--- config.mk ---
export PLATFORM = sky130hd
export DESIGN_NAME = fir_sample_feeder
export DESIGN_NICKNAME = d
export VERILOG_FILES = /design/src/rtl/fir_pkg.sv /design/src/rtl/fir_sync_fifo.sv /design/src/rtl/fir_sample_feeder.sv
export SDC_FILE = /design/constraint.sdc
export NUM_CORES = 1
export LEC_CHECK = 0
export ABC_AREA = 1
export CORE_UTILIZATION = 25
export CTS_BUF_LIST = sky130_fd_sc_hd__clkbuf_16
export CTS_CLUSTER_DIAMETER = 150
export CTS_CLUSTER_SIZE = 16
export DETAILED_ROUTE_END_ITERATION = 8
export HOLD_SLACK_MARGIN = 0.06
export PLACE_DENSITY = 0.5
export SLEW_MARGIN = 10
export SYNTH_ARGS = -nofsm -noshare
export SYNTH_HDL_FRONTEND = slang
export SYNTH_SLANG_ARGS = --single-unit
--- constraint.sdc ---
create_clock -name clk -period 1.8 [get_ports clk]
set_input_delay 0.36 -clock clk [delete_from_list [all_inputs] [get_ports clk]]
set_output_delay 0.36 -clock clk [all_outputs]
set_load 0.02 [all_outputs]
--- src/rtl/fir_pkg.sv ---
`default_nettype none
// ============================================================================
// Module      : fir_pkg
// Description : Shared definitions for the FIR front-end stages: sample width
//               and tap-count defaults, feeder FSM state encoding and a small
//               counter-width helper.
// Revision    : 1.0 - initial release
// ============================================================================
package fir_pkg;

  // Defaults shared by the feeder and the serial FIR it drives
  localparam int DATA_SIZE_DEFAULT = 9;
  localparam int N_TAPS_DEFAULT    = 3;

  // Feeder FSM state encoding (explicit 2-bit width)
  typedef logic [1:0] fir_state_t;
  localparam fir_state_t c_st_idle  = 2'd0;
  localparam fir_state_t c_st_issue = 2'd1;
  localparam fir_state_t c_st_gap   = 2'd2;

  // Bits needed to hold any value in 0..max_val (never less than one bit)
  function automatic int fir_cnt_width(input int max_val);
    return (max_val > 1) ? $clog2(max_val + 1) : 1;
  endfunction

endpackage : fir_pkg
`default_nettype wire

--- src/rtl/fir_sync_fifo.sv ---
`default_nettype none
// ============================================================================
// Module      : fir_sync_fifo
// Description : Single-clock FIFO built from flops. Pointers wrap modulo
//               DEPTH (a power of two); full/empty are decoded from the
//               occupancy count, never from pointer equality. Head is
//               presented combinationally on dout.
// Revision    : 1.0 - initial release
// ============================================================================
module fir_sync_fifo #(
  parameter int WIDTH = 9,
  parameter int DEPTH = 4
) (
  input  logic                     clk,
  input  logic                     rst,
  input  logic                     push,
  input  logic [WIDTH-1:0]         din,
  input  logic                     pop,
  output logic [WIDTH-1:0]         dout,
  output logic [$clog2(DEPTH):0]   level,
  output logic                     full,
  output logic                     empty
);

  localparam int c_aw = (DEPTH > 1) ? $clog2(DEPTH) : 1;
  localparam int c_lw = $clog2(DEPTH) + 1;

  logic [WIDTH-1:0] mem_q [DEPTH];
  logic [WIDTH-1:0] mem_d [DEPTH];
  logic [c_aw-1:0]  wr_ptr_q, wr_ptr_d;
  logic [c_aw-1:0]  rd_ptr_q, rd_ptr_d;
  logic [c_lw-1:0]  level_q,  level_d;

  logic w_do_push;
  logic w_do_pop;

  // Status decoded from the registered count only
  assign full      = (level_q == c_lw'(DEPTH));
  assign empty     = (level_q == '0);
  assign level     = level_q;
  assign dout      = mem_q[rd_ptr_q];

  // Overflow/underflow requests are dropped rather than corrupting state
  assign w_do_push = push & ~full;
  assign w_do_pop  = pop & ~empty;

  // Storage write: only the slot under the write pointer changes
  always_comb begin
    mem_d = mem_q;
    if (w_do_push) begin
      mem_d[wr_ptr_q] = din;
    end
  end

  // Pointer advance and occupancy bookkeeping; push+pop leaves level unchanged
  always_comb begin
    wr_ptr_d = wr_ptr_q;
    rd_ptr_d = rd_ptr_q;
    level_d  = level_q;
    if (w_do_push) begin
      wr_ptr_d = wr_ptr_q + c_aw'(1);
    end
    if (w_do_pop) begin
      rd_ptr_d = rd_ptr_q + c_aw'(1);
    end
    case ({w_do_push, w_do_pop})
      2'b10:   level_d = level_q + c_lw'(1);
      2'b01:   level_d = level_q - c_lw'(1);
      default: level_d = level_q;
    endcase
  end

  // Storage array needs no reset: occupancy decides what is valid
  always_ff @(posedge clk) begin
    mem_q <= mem_d;
  end

  // Control registers with synchronous reset
  always_ff @(posedge clk) begin
    if (rst) begin
      wr_ptr_q <= '0;
      rd_ptr_q <= '0;
      level_q  <= '0;
    end else begin
      wr_ptr_q <= wr_ptr_d;
      rd_ptr_q <= rd_ptr_d;
      level_q  <= level_d;
    end
  end

endmodule : fir_sync_fifo
`default_nettype wire

--- src/rtl/fir_sample_feeder.sv ---
`default_nettype none
// ============================================================================
// Module      : fir_sample_feeder
// Description : Buffers signed samples in a small FIFO and releases them to a
//               serial FIR as one-cycle data_ready strobes spaced exactly
//               MIN_GAP cycles apart while samples are available.
//               Optional build macro FIR_FEEDER_STATS_EN adds a 16-bit
//               wrapping issued_cnt output counting strobes.
// Revision    : 1.0 - initial release
// ============================================================================
module fir_sample_feeder
  import fir_pkg::*;
#(
  parameter int DATA_SIZE  = DATA_SIZE_DEFAULT,
  parameter int N_TAPS     = N_TAPS_DEFAULT,
  parameter int MIN_GAP    = 3,
  parameter int FIFO_DEPTH = 4
) (
  input  logic                          clk,
  input  logic                          rst,
  input  logic signed [DATA_SIZE-1:0]   in_data,
  input  logic                          in_valid,
  output logic                          in_ready,
  output logic signed [DATA_SIZE-1:0]   data,
  output logic                          data_ready,
`ifdef FIR_FEEDER_STATS_EN
  output logic [15:0]                   issued_cnt,
`endif
  output logic [$clog2(FIFO_DEPTH):0]   level
);

  // The serial FIR needs N_TAPS cycles per sample, so never space strobes
  // closer than that even if MIN_GAP is configured below the legal range.
  localparam int c_eff_gap  = (MIN_GAP >= N_TAPS) ? MIN_GAP : N_TAPS;
  localparam int c_gw       = fir_cnt_width(c_eff_gap);
  localparam int c_gap_load = (c_eff_gap >= 2) ? (c_eff_gap - 2) : 0;
  // Gap of one: ISSUE behaves like IDLE so back-to-back strobes are possible
  localparam bit c_single   = (c_eff_gap == 1);
  // Gap of two: ISSUE alone provides the spacing, GAP is skipped
  localparam bit c_no_gap   = (c_eff_gap == 2);

  fir_state_t             state_q, state_d;
  logic [DATA_SIZE-1:0]   data_q, data_d;
  logic                   data_ready_q, data_ready_d;
  logic [c_gw-1:0]        gap_cnt_q, gap_cnt_d;

  logic                   w_push;
  logic                   w_pop;
  logic [DATA_SIZE-1:0]   w_head;
  logic                   w_full;
  logic                   w_empty;

  // in_ready comes straight from the FIFO's registered count; reset
  // blocks any push so in_valid is ignored while rst is high.
  assign in_ready   = ~w_full;
  assign w_push     = in_valid & ~w_full & ~rst;
  assign data       = data_q;
  assign data_ready = data_ready_q;

  fir_sync_fifo #(
    .WIDTH (DATA_SIZE),
    .DEPTH (FIFO_DEPTH)
  ) u_fifo (
    .clk   (clk),
    .rst   (rst),
    .push  (w_push),
    .din   (in_data),
    .pop   (w_pop),
    .dout  (w_head),
    .level (level),
    .full  (w_full),
    .empty (w_empty)
  );

  // FSM state register
  always_ff @(posedge clk) begin
    if (rst) begin
      state_q <= c_st_idle;
    end else begin
      state_q <= state_d;
    end
  end

  // FSM next-state: IDLE issues when data waits, ISSUE/GAP time the spacing
  always_comb begin
    state_d = state_q;
    case (state_q)
      c_st_idle: begin
        if (!w_empty) begin
          state_d = c_st_issue;
        end
      end
      c_st_issue: begin
        if (c_single) begin
          state_d = w_empty ? c_st_idle : c_st_issue;
        end else if (c_no_gap) begin
          state_d = c_st_idle;
        end else begin
          state_d = c_st_gap;
        end
      end
      c_st_gap: begin
        // Leave as the counter decrements to zero so IDLE pops on time
        if (gap_cnt_q <= c_gw'(1)) begin
          state_d = c_st_idle;
        end
      end
      default: state_d = c_st_idle;
    endcase
  end

  // FSM outputs: pop decision, data capture, strobe and gap counter
  always_comb begin
    w_pop        = 1'b0;
    data_d       = data_q;
    data_ready_d = 1'b0;
    gap_cnt_d    = gap_cnt_q;
    case (state_q)
      c_st_idle: begin
        w_pop = ~w_empty;
      end
      c_st_issue: begin
        if (c_single) begin
          w_pop = ~w_empty;
        end else begin
          gap_cnt_d = c_gw'(c_gap_load);
        end
      end
      c_st_gap: begin
        if (gap_cnt_q != '0) begin
          gap_cnt_d = gap_cnt_q - c_gw'(1);
        end
      end
      default: begin
        w_pop = 1'b0;
      end
    endcase
    if (w_pop) begin
      data_d       = w_head;
      data_ready_d = 1'b1;
    end
  end

  // Output and counter registers; data holds its value between strobes
  always_ff @(posedge clk) begin
    if (rst) begin
      data_q       <= '0;
      data_ready_q <= 1'b0;
      gap_cnt_q    <= '0;
    end else begin
      data_q       <= data_d;
      data_ready_q <= data_ready_d;
      gap_cnt_q    <= gap_cnt_d;
    end
  end

`ifdef FIR_FEEDER_STATS_EN
  logic [15:0] issued_cnt_q, issued_cnt_d;

  assign issued_cnt = issued_cnt_q;

  // Count strobes; wraps naturally at 16 bits
  always_comb begin
    issued_cnt_d = issued_cnt_q + {15'd0, w_pop};
  end

  // Strobe counter register
  always_ff @(posedge clk) begin
    if (rst) begin
      issued_cnt_q <= '0;
    end else begin
      issued_cnt_q <= issued_cnt_d;
    end
  end
`endif

endmodule : fir_sample_feeder
`default_nettype wire

==> impl.org <==
** Floorplanning
- Die X :: 103.4 um
- Once the floorplan was initialized, standard cells occupied between 20% and 30% of the core.
- Number of rows in the core area :: 36
- Floorplan Core Area :: between 0.009 and 0.01 mm^2
- The die is 103.4 um tall.
- Pin placement for this block handled 26 I/O pins.
- Die area :: 0.01069 mm^2

** STA
- The worst pin sits at a relative slew slack of 77.37%.
- The number of pins with negative max-slew slack in the final report was 0.
- Setup repair after global routing missed its margin :: false
- For the pin with the worst max-slew slack, the measured transition is about 0.34 ns.
- F_max :: 0.5773 GHz
- Subtracting the final worst setup slack from the clock period gives 1.732 ns.
- Final clock skew :: 0.005242 ns
- Crit share post-route :: 96.23%
- Setup total negative slack on the finished layout was measured at 0 ns.
- The final hold violation count came to 0.
- Worst hold margin :: around 0.48 ns
- Setup violations remaining at the end of the flow were counted as 0.

** Yosys
- Synthesis instantiated 22 different standard cells from the library.
- Sequential element share of the synthesized area :: around 60%
- Net count after synthesis :: 310
- The synthesized netlist occupies a cell area of 0.002570 mm^2.
- A synthesized cell averages 8.862 um^2.
- Mapped Cells :: 290
- Warning count from the yosys run :: 0
- Total of flip-flops plus latches after synthesis :: between 50 and 60

** CTS
- Clock latency of the later-clocked register in the worst-skew pair :: 0.32 ns
- After clock tree synthesis, the clock-pin slew on the worst setup and hold paths is approximately 0.050 ns.
- The longest clock path from root to sink contains 2 buffers.
- H-tree depth reported by CTS :: 3
- Clock tree root buffer cell :: sky130_fd_sc_hd__clkbuf_16
- Count of hold buffers inserted by post-cts repair :: 0
- Counting every sink on the clock net gives 57.
- In this run, CTS created clock tree buffers numbering 9.
- TritonCTS built the clock tree.

** Pwr
- The design draws slightly above 5 mW.
- Design internal power :: ~3.5 mW
- Relative contribution of sequential cells to total power :: roughly a third
- Leakage power figure :: 1.513 nW
- Clock power frac :: 34.0%
- Fraction of power consumed by combinational cells :: 33.1%
- For this design the total switching power over the nets is between 1.5 and 2 mW.
- Maximum vdd ir drop :: around 0.00052 V
- Switching share of power :: 32.71%
- Dividing total power by cell area gives a power density of 1534 mW/mm^2.

** Drt
- The count of nets left with antenna violations once routing finished came out at 0.
- The routed layout has 1781 vias.
- Router iterations before antenna repair :: 4
- DRC violation total after the first TritonRoute iteration :: 47
- Final wirelength :: 4895 um
- Routed wirelength normalized by instance count :: 10.41 um
- In the routed design, unresolved DRC markers number 0.
- Dividing the detail-routed via count by the number of cells gives between 3 and 4.

** GRT
- Global-route wire length before repair :: 8204 um
- Across every metal layer, demand over resource in global routing totals 10.53%.
- The total overflow left after global routing is 0.
- Number of global-route vias before repair :: 1702
- Entering global routing, the biggest net connects 23 pins.
- Antenna violations before repair :: 0

** Critical path
- Along the worst path, the maximum fanout reaches 4.
- Arrival time reported for the critical path endpoint :: 1.37 ns
- For the worst flop-to-flop path, the logic depth is 13.
- Origin of the critical flop-to-flop path :: u_fifo.level[1]
- Type of the worst setup path :: register to output port
- The worst setup path is captured at an output port.
- Reg-to-reg endpoint :: u_fifo.level[2]
- The worst setup path is launched from a register.
- Worst R2R Setup Slack :: 0.17 ns
- At the worst endpoint, the required time is 1.44 ns.

** Layout
- Counting the fill cells in the layout gives 998.
- Area Overhead vs Synth :: 30.77%
- Across the whole layout, storage elements account for ~0.0015 mm^2.
- The final layout contains roughly 350 nets.
- Final standard cell count with taps included and fillers excluded :: between 400 and 500
- Fraction of final layout cells sized beyond drive strength 1 :: 12.17%
- Ant diodes :: 0
- Footprint of the multi-input gates :: 770.7 um^2
- Measured on the finished design, the core utilization comes to between 30% and 40%.

** Worst hold path
- Startpoint of the most critical hold path :: gap_cnt_q[1]
- For hold timing, the worst endpoint is gap_cnt_q[1].
- The path class of the tightest hold or removal check is register to register.
- Number of cells traversed by the worst hold path :: 2

** Place
- After detailed placement, the design holds a cell count of 453.
- HPWL after DPL :: 3203 um
- Global placement routability congestion :: 0.7021
- Input and output buffers added on the ports amount to 25.

** Status
- Run status :: finished, final reports clean

** Job
- Across the run, the number of max-cap violations was 0.
## worst max-delay path, cell delays in order, from the launching register on
cell and delay [ns]:
sky130_fd_sc_hd__dfxtp_1 0.34, sky130_fd_sc_hd__buf_4 0.13, sky130_fd_sc_hd__clkdlybuf4s50_1 0.59
## stage by stage
step	setup slack (ns)	instance area [um^2]
3_5_place_dp	-0.2228	3040
3_3_place_gp	-0.2285	3040
6_report	0.06780	3361
5_1_grt	0.001407	3361
2_1_floorplan	0.003135	2577
4_1_cts	0.04459	3349
## Yosys cell counts, drive strengths merged
cell | count | area share (%)
o21ai | 5 | 1.1
a21oi | 6 | 1.3
nand2 | 81 | 13
fa | 1 | 0.78
buf | 6 | 1.7
inv | 64 | 9.3
nor2 | 37 | 5.8
dfxtp | 21 | 16
ha | 7 | 3.4
nand3 | 22 | 4.3
clkinv | 1 | 0.15
clkbuf | 2 | 0.83
nand3b | 1 | 0.29
edfxtp | 36 | 42
## cells in the final DEF (no fill, tap or decap)
cell,instances
sky130_fd_sc_hd__buf_4,13
sky130_fd_sc_hd__a21oi_1,5
sky130_fd_sc_hd__nor2_4,1
sky130_fd_sc_hd__nand2_2,6
sky130_fd_sc_hd__buf_12,1
sky130_fd_sc_hd__nand2_4,1
sky130_fd_sc_hd__dfxtp_2,1
sky130_fd_sc_hd__o21ai_0,4
sky130_fd_sc_hd__nand3_1,21
sky130_fd_sc_hd__nand2_1,74
sky130_fd_sc_hd__nand3_2,1
sky130_fd_sc_hd__clkinv_1,4
sky130_fd_sc_hd__nor2_2,1
sky130_fd_sc_hd__clkinv_2,1
sky130_fd_sc_hd__inv_1,64
sky130_fd_sc_hd__fa_2,1
sky130_fd_sc_hd__a21oi_2,1
sky130_fd_sc_hd__o21ai_2,1
sky130_fd_sc_hd__edfxtp_1,36
sky130_fd_sc_hd__dlygate4sd2_1,1
sky130_fd_sc_hd__nand3b_1,1
sky130_fd_sc_hd__clkbuf_16,9
sky130_fd_sc_hd__nor2_1,35
sky130_fd_sc_hd__ha_1,7
sky130_fd_sc_hd__dfxtp_1,20
sky130_fd_sc_hd__clkdlybuf4s50_1,24
sky130_fd_sc_hd__bufinv_16,2
sky130_fd_sc_hd__clkinv_4,1
## layer usage
metal / share of wire [%] / track usage [%]
met1: 48 / 12.46
met2: 47 / 16.81
met3: 4.1 / 3.360
met4: 1.1 / 6.176
met5: 0 / 0
## sequential cells by signal, indices dropped and copies added (netlist names)
name,cells
u_fifo.rd_ptr_q,2
gap_cnt_q,2
data,9
data_ready,1
u_fifo.mem_q,36
state_q,2
u_fifo.wr_ptr_q,2
u_fifo.level,3
## final cells by class
class / count / share of cell area, %
clock inverters: 7 / 2.532
well taps: 133 / 4.952
inverters: 65 / 7.260
clock buffers: 9 / 6.701
repair buffers: 39 / 10.91
multi-input cells: 160 / 22.93
flip-flops and latches: 57 / 44.71
## worst max-delay path by stage
stage | from | endpoint | depth (start not counted)
global placement | rst | u_fifo.level[2] | 12
CTS | u_fifo.level[0] | level[0] | 2
detailed placement | rst | u_fifo.level[2] | 12
finish | u_fifo.level[0] | level[0] | 2
global route | u_fifo.level[0] | level[0] | 2
floorplan | u_fifo.level[1] | u_fifo.level[2] | 12
## what timing repair did
| action | 4_1_cts | 5_1_grt |
|---|---|---|
| cloned | 0 | 0 |
| gates resized for setup | 1 | 2 |
| hold endpoints to repair | 0 | 0 |
| pin swaps | 0 | 2 |
| setup endpoints to repair | 1 | 1 |
| setup buffers | 0 | 1 |
## cell families (layout without fill, tap and decap cells)
logic type                 count (synthesis)  count (layout)  synth area share [%]
adders and majority gates                  8               8                 4.187
and+or+nand+nor                          141             141                 22.98
DFF                                       57              57                 58.42
AOI/OAI and AO/OA                         11              11                 2.434
buffers and inverters                     73             120                 11.98
## power by group through the flow
stage / Clock (mW) / Sequential (mW) / Combinational, mW
global placement: 0 / 1.72 / 1.70
floorplan: 0 / 1.85 / 1.09
detailed placement: 0 / 1.72 / 1.72
finish: 1.75 / 1.70 / 1.70
CTS: 1.81 / 1.70 / 1.73
global route: 1.87 / 1.72 / 1.94
No activity file was read; power rests on OpenSTA's default activity.
==> patch 1, RTL diff (same settings) <==
Take the reset off `data_q` and load it in a clocked block of its own.
--- a/src/rtl/fir_sample_feeder.sv
+++ b/src/rtl/fir_sample_feeder.sv
@@ -145,12 +145,14 @@
   always_ff @(posedge clk) begin
     if (rst) begin
-      data_q       <= '0;
       data_ready_q <= 1'b0;
       gap_cnt_q    <= '0;
     end else begin
-      data_q       <= data_d;
       data_ready_q <= data_ready_d;
       gap_cnt_q    <= gap_cnt_d;
     end
+  end
+
+  always_ff @(posedge clk) begin
+    data_q <= data_d;
   end
 
Behaviour: differs if rst is asserted again (counterexample within 4 cycles, from zero or initial values and one cycle with rst high); with rst held inactive, the same outputs for 10 cycles.
==> patch 1 against the original RTL <==
- the flow now finishes with violations (design-rule violations)
- sequential cell count stayed put
- setup slack improved by 9.3 ps
- design area decreased by 9.4%
- sequential share of layout area increased by 7.8 points
- routed wire length down 15%
- via count is 19% lower
- power shrank 5.4%
- area after synthesis fell by 11%
- count of clock-buffer cells in the layout is the same
- critical endpoint unchanged
- largest power group is now registers
==> patch 1: results (changes against the original RTL) <==
.. list-table::
   :header-rows: 1

   * - Metric
     - Value
   * - Status
     - complete, but fails checks
   * - Failing checks
     - design-rule violations
   * - Global routing usage summed across all routing layers
     - 0.0929 (-0.0124)
   * - Amount of wire on met3 after detailed routing
     - 224 um (+13%)
   * - Setup slack of the most critical reg-to-reg path
     - 120 ps (-50 ps)
   * - Global routing usage on met1
     - 0.110 (-0.0148)
   * - Worst hold margin
     - 438 ps (-42.0 ps)
   * - RD Place Congestion
     - 0.756 (+7.6%)
   * - Number of global-route vias before repair
     - 1340 (-21%)
   * - Net count reported at finish
     - 254 (-28%)
   * - Hold Crit Depth
     - 1 (-1)
   * - Routed wire per std cell
     - 12.0 um (+15%)
   * - Part of the power in the clock network
     - 0.326 (-0.014)
   * - M1 wire length
     - 1840 um (-22%)
   * - Worst slew pin tran
     - 380 ps (+43.0 ps)
   * - Dpl hpwl
     - 2680 um (-16%)
   * - Number of distinct library cells after synthesis
     - 23 (+4.5%)
   * - Routing usage on met2
     - 0.141 (-0.0268)
   * - Amount of wire on met2 after detailed routing
     - 1980 um (-13%)
   * - Iteration-0 DRC Markers
     - 78 (+66%)
   * - Pin count of the biggest net entering global routing
     - 20 (-13%)
   * - Seq. pwr
     - 1.84 mW (+8%)
   * - Detailed-router iteration count before antenna repair
     - 7 (+3)
   * - Seq/Total Area, Yosys
     - 0.694 (+0.109)
   * - # DRC
     - 8 (+8)
   * - Most area-consuming cells after synthesis
     - sky130_fd_sc_hd__edfxtp_1 59%, sky130_fd_sc_hd__dfxtp_1 10%, sky130_fd_sc_hd__nor2_1 5.4%
   * - Final-layout fill cell count
     - 860 (-14%)
   * - Synthesized Nets
     - 209 (-33%)
   * - Detailed-route via count
     - 1446 (-19%)
   * - First-pass GRT wire length
     - 6510 um (-21%)
-- patch 1: changes by cell type after synthesis, sizes merged, moves of 2 or more --
| cell | change |
|---|---|
| nand3 | -13 |
| inv | -41 |
| o21ai | +16 |
| nor2 | -2 |
| dfxtp | -9 |
| clkbuf | -2 |
| o22ai | +9 |
| nand2 | -66 |
| buf | -2 |
| edfxtp | +9 |
-- patch 1: through the flow --
step	power [mW]	instance area (um^2)	std cells	TNS (ps)	setup slack, ps
3_5_place_dp	3.25	2720	328	-444	-246
3_3_place_gp	3.23	2720	328	-335	-224
6_report	4.88	3040	346	0	77.1
4_1_cts	4.85	3000	343	0	80.1
5_1_grt	5.15	3040	346	0	3.30
2_1_floorplan	2.73	2300	189	0	1.07
-- patch 1: worst max path at each step --
stage,startpoint,end,slack (ps)
after floorplan,u_fifo.level[2],u_fifo.level[2],1
after global placement,rst,u_fifo.level[2],-220
after detailed placement,rst,u_fifo.level[2],-250
after CTS,u_fifo.level[2],u_fifo.level[2],80
after global routing,state_q[1],u_fifo.level[2],3
final,u_fifo.level[0],level[0],80
-- patch 1: final cells by class --
type                    count  area (um^2)  share of cell area
well taps                 108          135              0.0444
flip-flops and latches     57         1600               0.525
repair buffers             38          349               0.115
clock buffers               9          225              0.0740
inverters                  23         86.3              0.0284
multi-input cells         105          591               0.194
clock inverters             6         60.1              0.0197
-- patch 1: logic make-up (layout without fill, tap and decap cells) --
| logic type | Yosys count | in the layout | synth area share |
|---|---|---|---|
| buf+inv | 27 | 76 | 0.0545 |
| simple gates | 61 | 61 | 0.119 |
| compound gates | 36 | 36 | 0.0862 |
| fa+ha+maj | 8 | 8 | 0.0469 |
| flops | 57 | 57 | 0.694 |
-- patch 1: critical path, delay by kind of cell (launching register included) --
kind                   cells  cell delay [ps]
buffers and inverters      2              710
flip-flops                 1              340
==> patch 2, RTL diff (same settings) <==
Without the edit above. Build with the macro `FIR_FEEDER_STATS_EN` defined.
--- a/src/rtl/fir_sample_feeder.sv
+++ b/src/rtl/fir_sample_feeder.sv
@@ -9,4 +9,6 @@
 // Revision    : 1.0 - initial release
 // ============================================================================
+`define FIR_FEEDER_STATS_EN
+
 module fir_sample_feeder
   import fir_pkg::*;
Behaviour (old outputs only; new: issued_cnt): unchanged (equiv_simple and equiv_induct, registers matched by name and starting in step).
==> patch 2 against the original RTL <==
- utilization rose by 0.14 points
- clock power rose by 10%
- worst hold slack got worse by 19 ps
- non-clock buffer count rose by 17
- power rose by 11%
- setup slack improved by 5.5 ps
- global-route usage rose by 0.23 points
- design area rose by 24%
- sequential cell count rose by 16
- sequential share of layout area fell by 1.0 points
- routed wire length rose by 34%
- area after synthesis rose by 24%
- critical path type unchanged
- largest cell class unchanged
==> patch 2: results (changes against the original RTL) <==
.. list-table::
   :header-rows: 1

   * - Metric
     - Value
   * - Maximum count of clock buffers along a single path
     - 2 (unchanged)
   * - Detailed-route via count
     - 2363 (+33%)
   * - Dpl hpwl
     - 4480 um (+40%)
   * - Pin count of the biggest net entering global routing
     - 29 (+26%)
   * - Clock network power
     - 1.93 mW (+10%)
   * - Number of placed instances, taps included
     - 560 (+24%)
   * - Clk_skew
     - 6.93 ps (+1.69 ps)
   * - Register with the most flip-flops
     - u_fifo.mem_q
   * - Post-Place Setup Slack
     - -340 ps (-117 ps)
   * - Number of synthesized flops with an enable pin
     - 36 (unchanged)
   * - Largest register FFs
     - 36 (unchanged)
   * - Fin cells
     - 577 (+23%)
   * - Post-synth top cells
     - 91 x sky130_fd_sc_hd__nor2_1, 41 x sky130_fd_sc_hd__nand2_1, 37 x sky130_fd_sc_hd__dfxtp_1
   * - RD Place Congestion
     - 0.799 (+14%)
   * - Placed inst area
     - 3810 um^2 (+25%)
   * - Input/output buffers
     - 41 (+64%)
   * - Path depth of the worst reg2reg path
     - 12 (-1)
   * - Status
     - finished clean
   * - Reg2reg start
     - u_fifo.level[0]
   * - Clock root buffer master
     - sky130_fd_sc_hd__clkbuf_16
   * - Hold EP
     - issued_cnt[1]
   * - Post-route setup slack
     - 73.3 ps (+5.45 ps)
   * - First-pass GRT wire length
     - 10800 um (+31%)
   * - Internal power of the cells
     - 3.88 mW (+12%)
   * - Final-layout fill cell count
     - 1272 (+27%)
   * - Leak
     - 1.66 nW (+9.8%)
   * - Capture point of the worst reg-to-reg path
     - u_fifo.level[2]
   * - Iteration-0 DRC Markers
     - 152 (+220%)
   * - Setup slack of the most critical reg-to-reg path
     - 150 ps (-20 ps)
   * - Largest stage delay, worst path
     - 630 ps (+40 ps)
   * - Share of total power in sequential cells
     - 0.363 (+0.034)
   * - Number of global-route vias before repair
     - 2290 (+35%)
   * - Fraction of final layout cells sized beyond drive strength 1
     - 0.152 (+0.0299)
   * - Routed wire per std cell
     - 11.4 um (+9.2%)
   * - Worst hold margin
     - 461 ps (-19.3 ps)
   * - Number of inserted diodes
     - 0 (unchanged)
   * - Hold Path Class
     - in2reg
   * - IR drop worst, VDD
     - 0.000496 V (-4.9%)
   * - Seq/Total Area, Yosys
     - 0.572 (-0.0119)
   * - Crit. Startpoint
     - issued_cnt[7]
   * - Worst Setup EP
     - issued_cnt[7]
   * - Net count reported at finish
     - 426 (+21%)
   * - Number of distinct library cells after synthesis
     - 29 (+32%)
   * - Most area-consuming cells after synthesis
     - sky130_fd_sc_hd__edfxtp_1 34%, sky130_fd_sc_hd__dfxtp_1 23%, sky130_fd_sc_hd__nor2_1 11%
   * - Most used DFF post-synth
     - sky130_fd_sc_hd__dfxtp_1
   * - Post-Syn Instances
     - 348 (+20%)
   * - Synthesized Nets
     - 370 (+19%)
   * - Hold Crit Depth
     - 3 (+1)
   * - Start point of the worst min-delay path
     - rst
   * - Worst slew pin tran
     - 559 ps (+221 ps)
   * - Cell Pwr Density
     - 1370 nW/um^2 (-11%)
   * - Global routing usage summed across all routing layers
     - 0.108 (+0.00228)
[patch 2: final cells by class]
cell class / instances / area, um^2 / share of cell area
well taps: 168 / 210 / 0.0503
flip-flops and latches: 73 / 1830 / 0.437
multi-input cells: 224 / 1140 / 0.272
inverters: 40 / 153 / 0.0365
clock inverters: 7 / 100 / 0.0240
clock buffers: 9 / 225 / 0.0539
repair buffers: 56 / 527 / 0.126
[patch 2: metal layers]
metal  GRT usage  wire length [um]  up-vias
li1            -                 -     1235
met1       0.131              3130     1084
met2       0.177              3070       33
met3      0.0274               241       11
met4      0.0545               125        0
met5           0                 0        -
[patch 2: kinds of logic (layout without fill, tap and decap cells)]
kind of cell | count (synthesis) | after routing | synth area share
AO/OA/AOI/OAI | 57 | 57 | 0.0936
flip-flops | 73 | 73 | 0.572
buffers and inverters | 51 | 112 | 0.0798
AND/OR/NAND/NOR | 157 | 157 | 0.213
adder cells (fa/ha/maj) | 10 | 10 | 0.0417
